### config.mk
export PLATFORM = sky130hd
export DESIGN_NAME = sram_drain_burst_sequencer
export DESIGN_NICKNAME = d
export VERILOG_FILES = /design/src/rtl/sram_drain_burst_sequencer.sv
export SDC_FILE = /design/constraint.sdc
export NUM_CORES = 1
export LEC_CHECK = 0
export ABC_CLOCK_PERIOD_IN_PS = 8800
export BUFFER_PORTS_ARGS = -buffer_cell sky130_fd_sc_hd__buf_2
export CELL_PAD_IN_SITES_DETAIL_PLACEMENT = 1
export CELL_PAD_IN_SITES_GLOBAL_PLACEMENT = 2
export CORE_AREA = 2 2 436 438
export CTS_CLUSTER_DIAMETER = 30
export DETAILED_ROUTE_END_ITERATION = 10
export DIE_AREA = 0 0 438 440
export GPL_ROUTABILITY_DRIVEN = 0
export PLACE_DENSITY_LB_ADDON = 0.1
export SLEW_MARGIN = 5
export SYNTH_ARGS = -nofsm -noshare
export SYNTH_HDL_FRONTEND = slang
export SYNTH_SLANG_ARGS = --single-unit
export TNS_END_PERCENT = 100
### constraint.sdc
create_clock -name clk -period 8.8 [get_ports clk]
set_input_delay 1.32 -clock clk [delete_from_list [all_inputs] [get_ports clk]]
set_output_delay 1.32 -clock clk [all_outputs]
set_load 0.01 [all_outputs]
### src/rtl/sram_drain_burst_sequencer.sv
`default_nettype none
// ============================================================================
// Module   : sram_drain_burst_sequencer
// Purpose  : Splits a transfer descriptor (total beats) into bursts of at most
//            an effective burst limit. For each burst it waits until the SRAM
//            controller reports enough drainable beats, reserves them with a
//            one-cycle drain pulse, issues an AW-style burst command and then
//            forwards exactly that many beats from the controller read port to
//            a W-style output, flagging the final beat with w_last.
// Ports    : clk, rst_n                  - clock, synchronous active-low reset
//            desc_valid/ready/beats      - descriptor handshake and length
//            cfg_max_burst               - requested burst length (latched)
//            drain_data_avail            - beats available upstream
//            drain_req/drain_size        - one-cycle reservation pulse + size
//            sram_valid/ready/data       - beat stream from controller
//            aw_valid/ready/len          - burst command (len = beats - 1)
//            w_valid/ready/data/last     - beat stream to write engine
//            done, busy                  - completion pulse, non-idle status
// Revision : 1.0 - initial release
// ============================================================================
module sram_drain_burst_sequencer #(
  parameter int DATA_WIDTH      = 512,
  parameter int SRAM_DEPTH      = 512,
  parameter int SEG_COUNT_WIDTH = $clog2(SRAM_DEPTH) + 1,
  parameter int MAX_BURST       = 16
) (
  input  logic                       clk,
  input  logic                       rst_n,
  input  logic                       desc_valid,
  output logic                       desc_ready,
  input  logic [31:0]                desc_beats,
  input  logic [7:0]                 cfg_max_burst,
  input  logic [SEG_COUNT_WIDTH-1:0] drain_data_avail,
  output logic                       drain_req,
  output logic [7:0]                 drain_size,
  input  logic                       sram_valid,
  output logic                       sram_ready,
  input  logic [DATA_WIDTH-1:0]      sram_data,
  output logic                       aw_valid,
  input  logic                       aw_ready,
  output logic [7:0]                 aw_len,
  output logic                       w_valid,
  input  logic                       w_ready,
  output logic [DATA_WIDTH-1:0]      w_data,
  output logic                       w_last,
  output logic                       done,
  output logic                       busy
);

  localparam logic [1:0] c_st_idle  = 2'd0;
  localparam logic [1:0] c_st_check = 2'd1;
  localparam logic [1:0] c_st_addr  = 2'd2;
  localparam logic [1:0] c_st_data  = 2'd3;

  localparam logic [7:0] c_max_burst = 8'(MAX_BURST);

  logic [1:0]  state_q,      state_d;
  logic [31:0] remaining_q,  remaining_d;
  logic [7:0]  lim_q,        lim_d;
  logic [7:0]  burst_q,      burst_d;
  logic [7:0]  beat_cnt_q,   beat_cnt_d;
  logic        drain_req_q,  drain_req_d;
  logic [7:0]  drain_size_q, drain_size_d;
  logic        done_q,       done_d;

  logic [7:0]  lim_sel;
  logic [7:0]  burst_calc;
  logic [31:0] avail_ext;
  logic        avail_ok;
  logic        beat_hs;
  logic        last_beat;

  // Effective limit: zero means single-beat bursts, oversize clamps to MAX_BURST.
  always_comb begin
    lim_sel = cfg_max_burst;
    if (cfg_max_burst == 8'd0) begin
      lim_sel = 8'd1;
    end else if (cfg_max_burst > c_max_burst) begin
      lim_sel = c_max_burst;
    end
  end

  // Next burst size is min(remaining, lim); the compare against the
  // upstream count is done at full 32-bit width so large remainders are safe.
  always_comb begin
    burst_calc = lim_q;
    if (remaining_q < {24'd0, lim_q}) begin
      burst_calc = remaining_q[7:0];
    end
  end

  assign avail_ext = 32'(drain_data_avail);
  assign avail_ok  = avail_ext >= {24'd0, burst_calc};
  assign beat_hs   = (state_q == c_st_data) && sram_valid && w_ready;
  assign last_beat = (beat_cnt_q == (burst_q - 8'd1));

  always_comb begin
    state_d      = state_q;
    remaining_d  = remaining_q;
    lim_d        = lim_q;
    burst_d      = burst_q;
    beat_cnt_d   = beat_cnt_q;
    drain_req_d  = 1'b0;
    drain_size_d = 8'd0;
    done_d       = 1'b0;

    case (state_q)
      c_st_idle: begin
        if (desc_valid) begin
          lim_d = lim_sel;
          if (desc_beats == 32'd0) begin
            done_d = 1'b1;
          end else begin
            remaining_d = desc_beats;
            state_d     = c_st_check;
          end
        end
      end

      c_st_check: begin
        // Reservation is registered so drain_req lines up with the first ADDR cycle.
        if (avail_ok) begin
          burst_d      = burst_calc;
          drain_req_d  = 1'b1;
          drain_size_d = burst_calc;
          state_d      = c_st_addr;
        end
      end

      c_st_addr: begin
        if (aw_ready) begin
          beat_cnt_d = 8'd0;
          state_d    = c_st_data;
        end
      end

      c_st_data: begin
        if (beat_hs) begin
          beat_cnt_d = beat_cnt_q + 8'd1;
          if (last_beat) begin
            remaining_d = remaining_q - {24'd0, burst_q};
            if (remaining_q == {24'd0, burst_q}) begin
              done_d  = 1'b1;
              state_d = c_st_idle;
            end else begin
              state_d = c_st_check;
            end
          end
        end
      end

      default: begin
        state_d = c_st_idle;
      end
    endcase
  end

  always_ff @(posedge clk) begin
    if (!rst_n) begin
      state_q      <= c_st_idle;
      remaining_q  <= 32'd0;
      lim_q        <= 8'd0;
      burst_q      <= 8'd0;
      beat_cnt_q   <= 8'd0;
      drain_req_q  <= 1'b0;
      drain_size_q <= 8'd0;
      done_q       <= 1'b0;
    end else begin
      state_q      <= state_d;
      remaining_q  <= remaining_d;
      lim_q        <= lim_d;
      burst_q      <= burst_d;
      beat_cnt_q   <= beat_cnt_d;
      drain_req_q  <= drain_req_d;
      drain_size_q <= drain_size_d;
      done_q       <= done_d;
    end
  end

  assign desc_ready = (state_q == c_st_idle);
  assign busy       = (state_q != c_st_idle);
  assign drain_req  = drain_req_q;
  assign drain_size = drain_size_q;
  assign done       = done_q;

  assign aw_valid   = (state_q == c_st_addr);
  assign aw_len     = (state_q == c_st_addr) ? (burst_q - 8'd1) : 8'd0;

  // Beats pass straight through while in DATA; everything is quiet elsewhere.
  assign w_valid    = (state_q == c_st_data) && sram_valid;
  assign sram_ready = (state_q == c_st_data) && w_ready;
  assign w_data     = (state_q == c_st_data) ? sram_data : '0;
  assign w_last     = (state_q == c_st_data) && last_beat;

endmodule
`default_nettype wire

### Yosys cells after proc, flatten, opt, wreduce, memory -nomap -nowiden

Index checks and enable logic that the tools add are counted.

| word-level totals | value |
|---|---|
| input bits | 568 |
| register bits after elaboration | 68 |
| logic and storage cells | 70 |
| output and inout port bits | 536 |

| cells by class | value |
|---|---|
| order comparisons | 3 |
| multiplexer cells | 28 |
| reductions and logical operators | 17 |
| add/sub/neg operators | 3 |
| equality and inequality tests | 11 |

Operators with widths:

| cell | count |
|---|---|
| $mux W512 | 1 |
| $mux W32 | 4 |
| $pmux W32 S2 | 1 |
| $mux W8 | 6 |
| $eq A32 B8 Y1 | 1 |
| $logic_not A32 Y1 | 1 |
| $lt A32 B8 Y1 | 1 |
| $sub A32 B8 Y32 | 1 |
| $pmux W8 S2 | 1 |
| $mux W2 | 6 |
| $ge A10 B8 Y1 | 1 |
| $ne A2 B2 Y1 const B | 5 |
| $add A8 B1 Y8 const B | 1 |
| $eq A8 B8 Y1 | 1 |
| $gt A8 B5 Y1 const B | 1 |
| $logic_not A8 Y1 | 1 |
| $pmux W2 S4 | 1 |
| $sub A8 B1 Y8 const B | 1 |
| $mux W1 | 7 |
| $reduce_and A2 Y1 | 3 |
| $reduce_and A3 Y1 | 2 |
| $reduce_and A6 Y1 | 1 |
| $reduce_bool A2 Y1 | 3 |
| $reduce_and A5 Y1 | 1 |
| 6 further kinds | 10 |

### Logic depth before layout (Yosys ltp)

Gate-level depths: netlist of run 1.

| depth | value |
|---|---|
| depth in word-level cells | 5 |
| gate-level depth with buffers | 18 |
| mapped depth without buffers | 17 |

### Worst setup path before layout of run 1

No wires, ideal clock.

| path | value |
|---|---|
| path kind | register to register |
| start point | register remaining_q[23] |
| end point | register drain_size_q[0], in the netlist drain_size[0] |
| arrival time | 3.585 ns |
| slack | 5.147 ns |
| data required time | 8.732 ns |
| cell stages (with the launch flop) | 17 |
| buffers on the path | 1 |
| setup time | 0.068 ns |
| period minus slack after synthesis | 3.653 ns |
| path through | dfxtp_1 > or4_4 > or3_4 > nor3_4 > and4b_1 > o21ai_4 > mux2i_1 > inv_1 > ha_1 > nand2b_1 > a21o_1 > a21oi_1 > o21a_1 > nor2b_1 > clkbuf_1 > nand2_1 > nor2_1 |

| on the way | value |
|---|---|
| longest elaborated chain between the ends | 4 |

Ends and longest elaborated chain:

| what | RTL line | text |
|---|---|---|
| start: declaration | 58 | `logic [31:0] remaining_q, remaining_d;` |
| start signal: assignment | 170 | `remaining_q <= remaining_d;` |
| $lt A32 B8 Y1 * | 87 | `if (remaining_q < {24'd0, lim_q}) begin` |
| $mux W8 * | 87 |  |
| via burst_calc[0] | 67 | `logic [7:0] burst_calc;` |
| $ge A10 B8 Y1 | 93 | `assign avail_ok = avail_ext >= {24'd0, burst_calc};` |
| $reduce_and A3 Y1 (no line) | -- |  |
| end signal: assignment | 175 | `drain_size_q <= drain_size_d;` |
| end: declaration | 63 | `logic [7:0] drain_size_q, drain_size_d;` |

Mark *: on every way through the listed nets, which the timed path passes. The rest lies on a longest branch.
A chain may end at the register's enable or synchronous reset.

### Worst setup path after layout of run 1

| path | value |
|---|---|
| start point | register burst_q[1] |
| end point | output w_last |

| on the way | value |
|---|---|
| longest elaborated chain between the ends | 3 |

Ends and longest elaborated chain:

| what | RTL line | text |
|---|---|---|
| start: declaration | 60 | `logic [7:0] burst_q, burst_d;` |
| start signal: assignment | 172 | `burst_q <= burst_d;` |
| $sub A8 B1 Y8 | 95 | `assign last_beat = (beat_cnt_q == (burst_q - 8'd1));` |
| $eq A8 B8 Y1 | 95 |  |
| $logic_and A1 B1 Y1 | 193 | `assign w_last = (state_q == c_st_data) && last_beat;` |
| end: declaration | 45 | `output logic w_last,` |

No other way between the ends.

==> flow_metrics.env, run 1 <==
export IMPL_status="complete, no violations"
export IMPL_ys_warn_count=0
export IMPL_die_area_mm2=0.193
export IMPL_ff2ff_path_depth=13
export IMPL_synth_common_cells="and2_1, clkbuf_1, dfxtp_1, a21oi_1, nor2_1"
export IMPL_ant_nets=0
export IMPL_hold_start="remaining_q[28]"
export IMPL_reg2reg_slack_ps=4390
export IMPL_min_period_over_period=0.517
export IMPL_synth_nets=1726
export IMPL_worstReg2RegEnd="drain_size[2]"
export IMPL_endpoint_kind="output pin"
export IMPL_crit_type="flop to output pin"
export IMPL_irDropWorstVdd_v=0.0000887
export IMPL_synth_adder_area_share=0.0477
export IMPL_placementRows=160
export IMPL_cts_buffer_depth=2
export IMPL_postCtsSetupBuffers=0
export IMPL_cts_sinks=68
export IMPL_io_buffers=1103
export IMPL_synth_seq_cells=68
export IMPL_clock_latency_ps=380
export IMPL_cts_tree="yes"
export IMPL_path_cells="inv_1 > ha_1 > xor2_1 > nor2b_1 > o31ai_1 > nand3_1 > nor3_1 > buf_2"
export IMPL_worstPathArrival_ps=3230
export IMPL_gr_total_overflow=0
export IMPL_grt_pass1_vias=13900
export IMPL_cpPeakStageDelay_ps=530
export IMPL_synth_edff_count=0
export IMPL_coreArea_mm2=0.189
export IMPL_holdPathEnd="remaining_q[28]"
export IMPL_grt_max_degree=182
export IMPL_p_leak_nw=8.72
export IMPL_drt_wl_total_mm=114
export IMPL_start_kind="flop"
export IMPL_die_width_um=438
export IMPL_yosys_top_cells_area="and2_1, dfxtp_1, ha_1"
export IMPL_yosys_area_top_type_share=0.407
export IMPL_synthXorXnorAreaFrac=0.0259
export IMPL_dpl_cell_count=4671
export IMPL_max_cap_viol_count=0
export IMPL_drtIter0Drc=528
export IMPL_fin_setup_tns_ps=0
export IMPL_route_vias_total=12800
export IMPL_antenna_found_initial=111
export IMPL_hold_depth=2
export IMPL_post_drt_wl_per_cell_um=24.3
export IMPL_path_max_fanout=6
export IMPL_grt_pass1_wl_mm=146
export IMPL_power_density_mw_per_mm2=151
export IMPL_setup_ws_ps=4250
export IMPL_dp_hpwl_mm=104
export IMPL_ys_seq_area_frac=0.170
export IMPL_timing_final_crit_period_ps=4550
export IMPL_fin_nets=2769
export IMPL_fmax_mhz=220
export IMPL_htreeDepth=3
export IMPL_critPathSlowestCell="nor3_1"
export IMPL_tightest_slew_ps=1060
export IMPL_rsz0062_at_grt="false"
export IMPL_cp_required_ps=7480
export IMPL_hold_class="flop to flop"
export IMPL_synth_area_mux_share=0.0161
export IMPL_synth_compound_area_share=0.143
export IMPL_instances_no_fill=4707
export IMPL_yosysMostFrequentCell="and2_1"
export IMPL_r2r_start="remaining_q[13]"
export IMPL_fillers=22900
export IMPL_finClkSkew_ps=13.4
export IMPL_yosysTopAreaCell="and2_1"
export IMPL_cts_made_buffers=9
export IMPL_cts_repair_resized=0
export IMPL_fin_total_pwr_mw=2.54
export IMPL_pin_count=1104
export IMPL_cts_clk_slew_worst_paths_ps=70
export IMPL_finalSetupViolCount=0
export IMPL_hold_viol=0
export IMPL_synth_cell_types=70
export IMPL_syn_area_per_cell_um2=7.12
export IMPL_synth_simple_area_share=0.542
export IMPL_ys_async_sr_fraction=0
export IMPL_synthFlopType="dfxtp_1"
export IMPL_ff_latch_area_mm2=0.00136
export IMPL_startpoint="burst_q[1]"
export IMPL_place_ws_ps=4280
export IMPL_drive_gt1_frac=0.531
export IMPL_cts_root_buf="clkbuf_16"
export IMPL_netlist_area_mm2=0.00803
export IMPL_drc_errors=0
export IMPL_finalMaxSlewViolations=0
export IMPL_area_growth_pct=109
export IMPL_ctsHoldBuffers=0
export IMPL_synth_cells=1128
export IMPL_final_core_util=0.0892
export IMPL_dr_pass1_iters=4
export IMPL_die_y_um=440
export IMPL_relSlewSlack=0.290
export IMPL_post_drt_via_cell_ratio=2.73
export IMPL_initial_utilization=0.0426
export IMPL_multiInputGateArea_mm2=0.00624
export IMPL_grtUsageTotal=0.114
export IMPL_synth_top_family_by_area="simple AND/OR/NAND/NOR gates"
metal layers:
layer	global-route usage	share of wire	vias to the layer above
met5	0	0.0028	-
met4	0.0133	0.015	48
met3	0.0306	0.066	170
met2	0.214	0.52	622
met1	0.130	0.39	6146
li1	-	-	5846
area by class of cell:
cell class / instances / share of cell area
antenna: 20 / 0.00298
clock buffer: 10 / 0.0142
clock inverter: 6 / 0.00231
inverter: 30 / 0.00670
multi-input combinational: 948 / 0.371
sequential: 68 / 0.0810
tap: 2511 / 0.187
timing repair buffer: 1114 / 0.335
critical path: cells and delay by family (launching register included):
kind	cells	cell delay, ps
AND/OR/NAND/NOR	3	920
XOR/XNOR	1	170
adder cells (fa/ha/maj)	1	290
buffers and inverters	2	430
AO/OA/AOI/OAI	1	520
flip-flops	1	520
metrics by stage:
stage	hold slack, ps	area [µm²]
3_3_place_gp	470	16500
2_1_floorplan	447	8030
6_report	480	16800
4_1_cts	483	16800
5_1_grt	518	16800
3_5_place_dp	470	16500
cell families after synthesis:
family	Yosys count
compound gates	168
fa+ha+maj	30
mux	11
flops	68
buf+inv	112
xor+xnor	19
simple gates	720
cells in the final DEF (no fill, tap or decap), types with 4 or more instances in the layout:
| master | n |
|---|---|
| o21a_1 | 5 |
| o211ai_1 | 4 |
| o22ai_1 | 9 |
| ha_1 | 28 |
| nor2_1 | 46 |
| nand4b_1 | 4 |
| or4_1 | 6 |
| nor2b_1 | 14 |
| o221a_1 | 5 |
| nor4_1 | 10 |
| mux2i_1 | 6 |
| nand3b_1 | 5 |
| a41oi_1 | 6 |
| o31ai_1 | 5 |
| clkbuf_16 | 9 |
| nand2b_1 | 8 |
| mux2i_2 | 5 |
| xnor2_1 | 10 |
| a211oi_1 | 6 |
| a21o_1 | 7 |
| nand2_1 | 40 |
| dfxtp_1 | 68 |
| and3_1 | 13 |
| nor3_1 | 18 |
| nand4_1 | 5 |
| inv_1 | 28 |
| diode_2 | 20 |
| a21oi_1 | 53 |
| o211a_1 | 6 |
| buf_2 | 1103 |
| nand3_1 | 11 |
| a22oi_1 | 9 |
| xor2_1 | 6 |
| o21ai_0 | 24 |
| and2_1 | 522 |
| buf_4 | 8 |
| a31oi_1 | 4 |
state kept, by name, indices dropped and copies added, names as in the netlist:
register and cells:
drain_req 1, drain_size 8, remaining_q 32, state_q 2
burst_q 8, beat_cnt_q 8, done 1, lim_q 8
report_power, final:
group | internal (mW) | switching (mW)
Clock | 0.198 | 0.179
Combinational | 0.619 | 1.09
Sequential | 0.365 | 0.0829
Total | 1.18 | 1.36
how the worst max path moves through the flow:
stage | end | slack [ps] | cells after the start
2_1_floorplan | drain_size[0] | 5150 | 16
3_3_place_gp | drain_size[7] | 4230 | 16
3_5_place_dp | drain_req | 4280 | 13
4_1_cts | w_last | 3980 | 8
5_1_grt | w_last | 3900 | 8
6_report | w_last | 4250 | 8
(Power assumes the default switching activity.)
==> run 2: changes to the inputs <==
--- a/config.mk
+++ b/config.mk
@@ -5,14 +5,14 @@
 export SDC_FILE = /design/constraint.sdc
 export NUM_CORES = 1
 export LEC_CHECK = 0
-export ABC_CLOCK_PERIOD_IN_PS = 8800
+export ABC_CLOCK_PERIOD_IN_PS = 4400
 export BUFFER_PORTS_ARGS = -buffer_cell sky130_fd_sc_hd__buf_2
 export CELL_PAD_IN_SITES_DETAIL_PLACEMENT = 1
 export CELL_PAD_IN_SITES_GLOBAL_PLACEMENT = 2
-export CORE_AREA = 2 2 436 438
+export CORE_AREA = 2 2 427 429
 export CTS_CLUSTER_DIAMETER = 30
 export DETAILED_ROUTE_END_ITERATION = 10
-export DIE_AREA = 0 0 438 440
+export DIE_AREA = 0 0 429 431
 export GPL_ROUTABILITY_DRIVEN = 0
 export PLACE_DENSITY_LB_ADDON = 0.1
 export SLEW_MARGIN = 5
==> constraint.sdc (replaced) <==
create_clock -name clk -period 4.4 [get_ports clk]
set_input_delay 0.66 -clock clk [delete_from_list [all_inputs] [get_ports clk]]
set_output_delay 0.66 -clock clk [all_outputs]
set_load 0.01 [all_outputs]
==> run 2 against run 1 <==
Effect of this change: sequential share of layout area is essentially flat; register-to-register slack lost 4000 ps; hold slack lost 2.8 ps; critical path depth grew 7; critical endpoint is now drain_size[3]; die area shrank 4.1%; critical path type is now flop to flop; cell area is essentially flat; sequential cell count is the same; final cell count shrank 2.7%; utilization grew 0.42 points.
==> flow_metrics.env, run 2 (synthesis results as in run 1) <==
export IMPL_drtIter0Drc=618
export IMPL_multiInputGateArea_mm2=0.00623
export IMPL_grt_pass1_wl_mm=158
export IMPL_cpPeakStageDelay_ps=550
export IMPL_drive_gt1_frac=0.535
export IMPL_ff_latch_area_mm2=0.00136
export IMPL_dpl_cell_count=4553
export IMPL_p_leak_nw=8.84
export IMPL_cts_made_buffers=9
export IMPL_relSlewSlack=0.245
export IMPL_status="complete, no violations"
export IMPL_top_layer="met5"
export IMPL_io_buffers=1103
export IMPL_path_max_fanout=9
export IMPL_timing_final_crit_period_ps=4030
export IMPL_largest_register="remaining_q"
export IMPL_critPathBufInv=1
export IMPL_worstReg2RegEnd="drain_size[3]"
export IMPL_grt_max_degree=226
export IMPL_hold_viol=0
export IMPL_finalSetupViolCount=0
export IMPL_min_period_over_period=0.917
export IMPL_irDropWorstVdd_v=0.000155
export IMPL_instances_no_fill=4581
export IMPL_placementRows=156
export IMPL_post_drt_wl_per_cell_um=27.3
export IMPL_hold_depth=2
export IMPL_drt_wl_total_mm=125
export IMPL_fmax_mhz=248
export IMPL_cp_required_ps=4710
export IMPL_die_width_um=429
export IMPL_endpoint_kind="flop"
export IMPL_hold_class="flop to flop"
export IMPL_cts_sinks=68
export IMPL_max_cap_viol_count=0
export IMPL_clock_latency_ps=390
export IMPL_fin_setup_tns_ps=0
export IMPL_cts_root_buf="clkbuf_16"
export IMPL_pin_count=1104
export IMPL_r2r_start="remaining_q[23]"
export IMPL_crit_type="flop to flop"
export IMPL_htreeDepth=3
export IMPL_final_cell_mix="buf_2, and2_1, dfxtp_1"
export IMPL_fillers=21900
export IMPL_tightest_slew_ps=1100
export IMPL_fin_nets=2792
export IMPL_finalMaxSlewViolations=0
export IMPL_rsz0062_at_grt="false"
export IMPL_finClkSkew_ps=11.2
export IMPL_met1_length_mm=50.4
export IMPL_ff2ff_path_depth=15
export IMPL_cts_tree="yes"
export IMPL_gr_total_overflow=0
export IMPL_hold_start="remaining_q[28]"
export IMPL_initial_utilization=0.0446
export IMPL_postCtsSetupBuffers=0
export IMPL_die_y_um=431
export IMPL_cts_buffer_depth=2
export IMPL_dr_pass1_iters=4
export IMPL_final_core_util=0.0934
export IMPL_start_kind="flop"
export IMPL_cts_repair_resized=0
export IMPL_critPathSlowestCell="or4_4"
export IMPL_cts_clk_slew_worst_paths_ps=70
export IMPL_wl_met3_mm=7.44
export IMPL_power_density_mw_per_mm2=313
export IMPL_grt_pass1_vias=14300
export IMPL_ant_nets=0
export IMPL_wl_met2_mm=64.2
export IMPL_reg2reg_slack_ps=370
export IMPL_worstPathArrival_ps=4340
export IMPL_cp_top_family="simple AND/OR/NAND/NOR gates"
export IMPL_holdPathEnd="remaining_q[28]"
export IMPL_route_vias_total=13200
export IMPL_post_drt_via_cell_ratio=2.87
export IMPL_area_growth_pct=110
export IMPL_coreArea_mm2=0.180
export IMPL_path_cells="or4_4 > or3_4 > nor3_4 > and4b_1 > o21ai_4 > mux2i_1 > inv_1 > ha_1 > nand2b_1 > a21o_1 > a21oi_1 > o21a_1 > nor2b_1 > nand2_1 > nor2_1"
export IMPL_die_area_mm2=0.185
export IMPL_drc_errors=0
export IMPL_layout_commonest_cell="buf_2"
export IMPL_largest_reg_flops=32
export IMPL_ctsHoldBuffers=0
export IMPL_dp_hpwl_mm=115
export IMPL_grtUsageTotal=0.130
export IMPL_antenna_found_initial=143
==> run 2: cell types whose count changed in the layout (fill, tap and decap cells not counted), sizes merged <==
cell,before,now
diode,20,12
clkbuf,10,9
buf,1114,1137
bufinv,0,1
==> run 2: area by class of cell <==
| type | instances | share of cell area |
|---|---|---|
| Inverter | 30 | 0.00669 |
| Tap cell | 2370 | 0.176 |
| Multi-Input combinational cell | 948 | 0.370 |
| Antenna cell | 12 | 0.00178 |
| Clock inverter | 7 | 0.00454 |
| Clock buffer | 9 | 0.0134 |
| Timing Repair Buffer | 1137 | 0.346 |
| Sequential cell | 68 | 0.0809 |
==> run 2: routing by layer <==
layer  GRT usage  vias up
li1            -     5887
met4      0.0214       20
met1       0.151     6245
met2       0.242      758
met5           0        -
met3      0.0329      242
==> run 2: stage by stage <==
step	hold WS, ps	area [µm²]	total power [mW]	setup slack, ps
final	477	16800	5.26	366
after global routing	507	16800	5.76	5.61
after CTS	480	16800	5.47	129
after detailed placement	469	16500	4.60	157
after global placement	460	16500	4.63	220
after floorplan	447	8030	2.67	747
==> run 2: power by group <==
part	switching [mW]	internal [mW]
logic	2.27	1.33
clock network	0.367	0.442
registers	0.128	0.730
==> run 2: how the worst max path moves through the flow <==
stage	from	end	slack (ps)	cells after the start
detailed placement	remaining_q[8]	drain_size[3]	160	15
floorplan	remaining_q[23]	drain_size[0]	750	16
global route	remaining_q[23]	drain_size[7]	6	15
finish	remaining_q[23]	drain_size[3]	370	15
global placement	remaining_q[8]	drain_size[1]	220	15
CTS	remaining_q[8]	drain_size[3]	130	15
==> run 2: worst reg2reg max path: stages, from the launching register on <==
cell      delay (ps)
dfxtp_1          350
or4_4            550
or3_4            370
nor3_4           210
and4b_1          290
o21ai_4          120
mux2i_1          220
inv_1             70
ha_1             270
nand2b_1         110
a21o_1           120
a21oi_1           70
o21a_1           220
nor2b_1          400
nand2_1          360
nor2_1           220
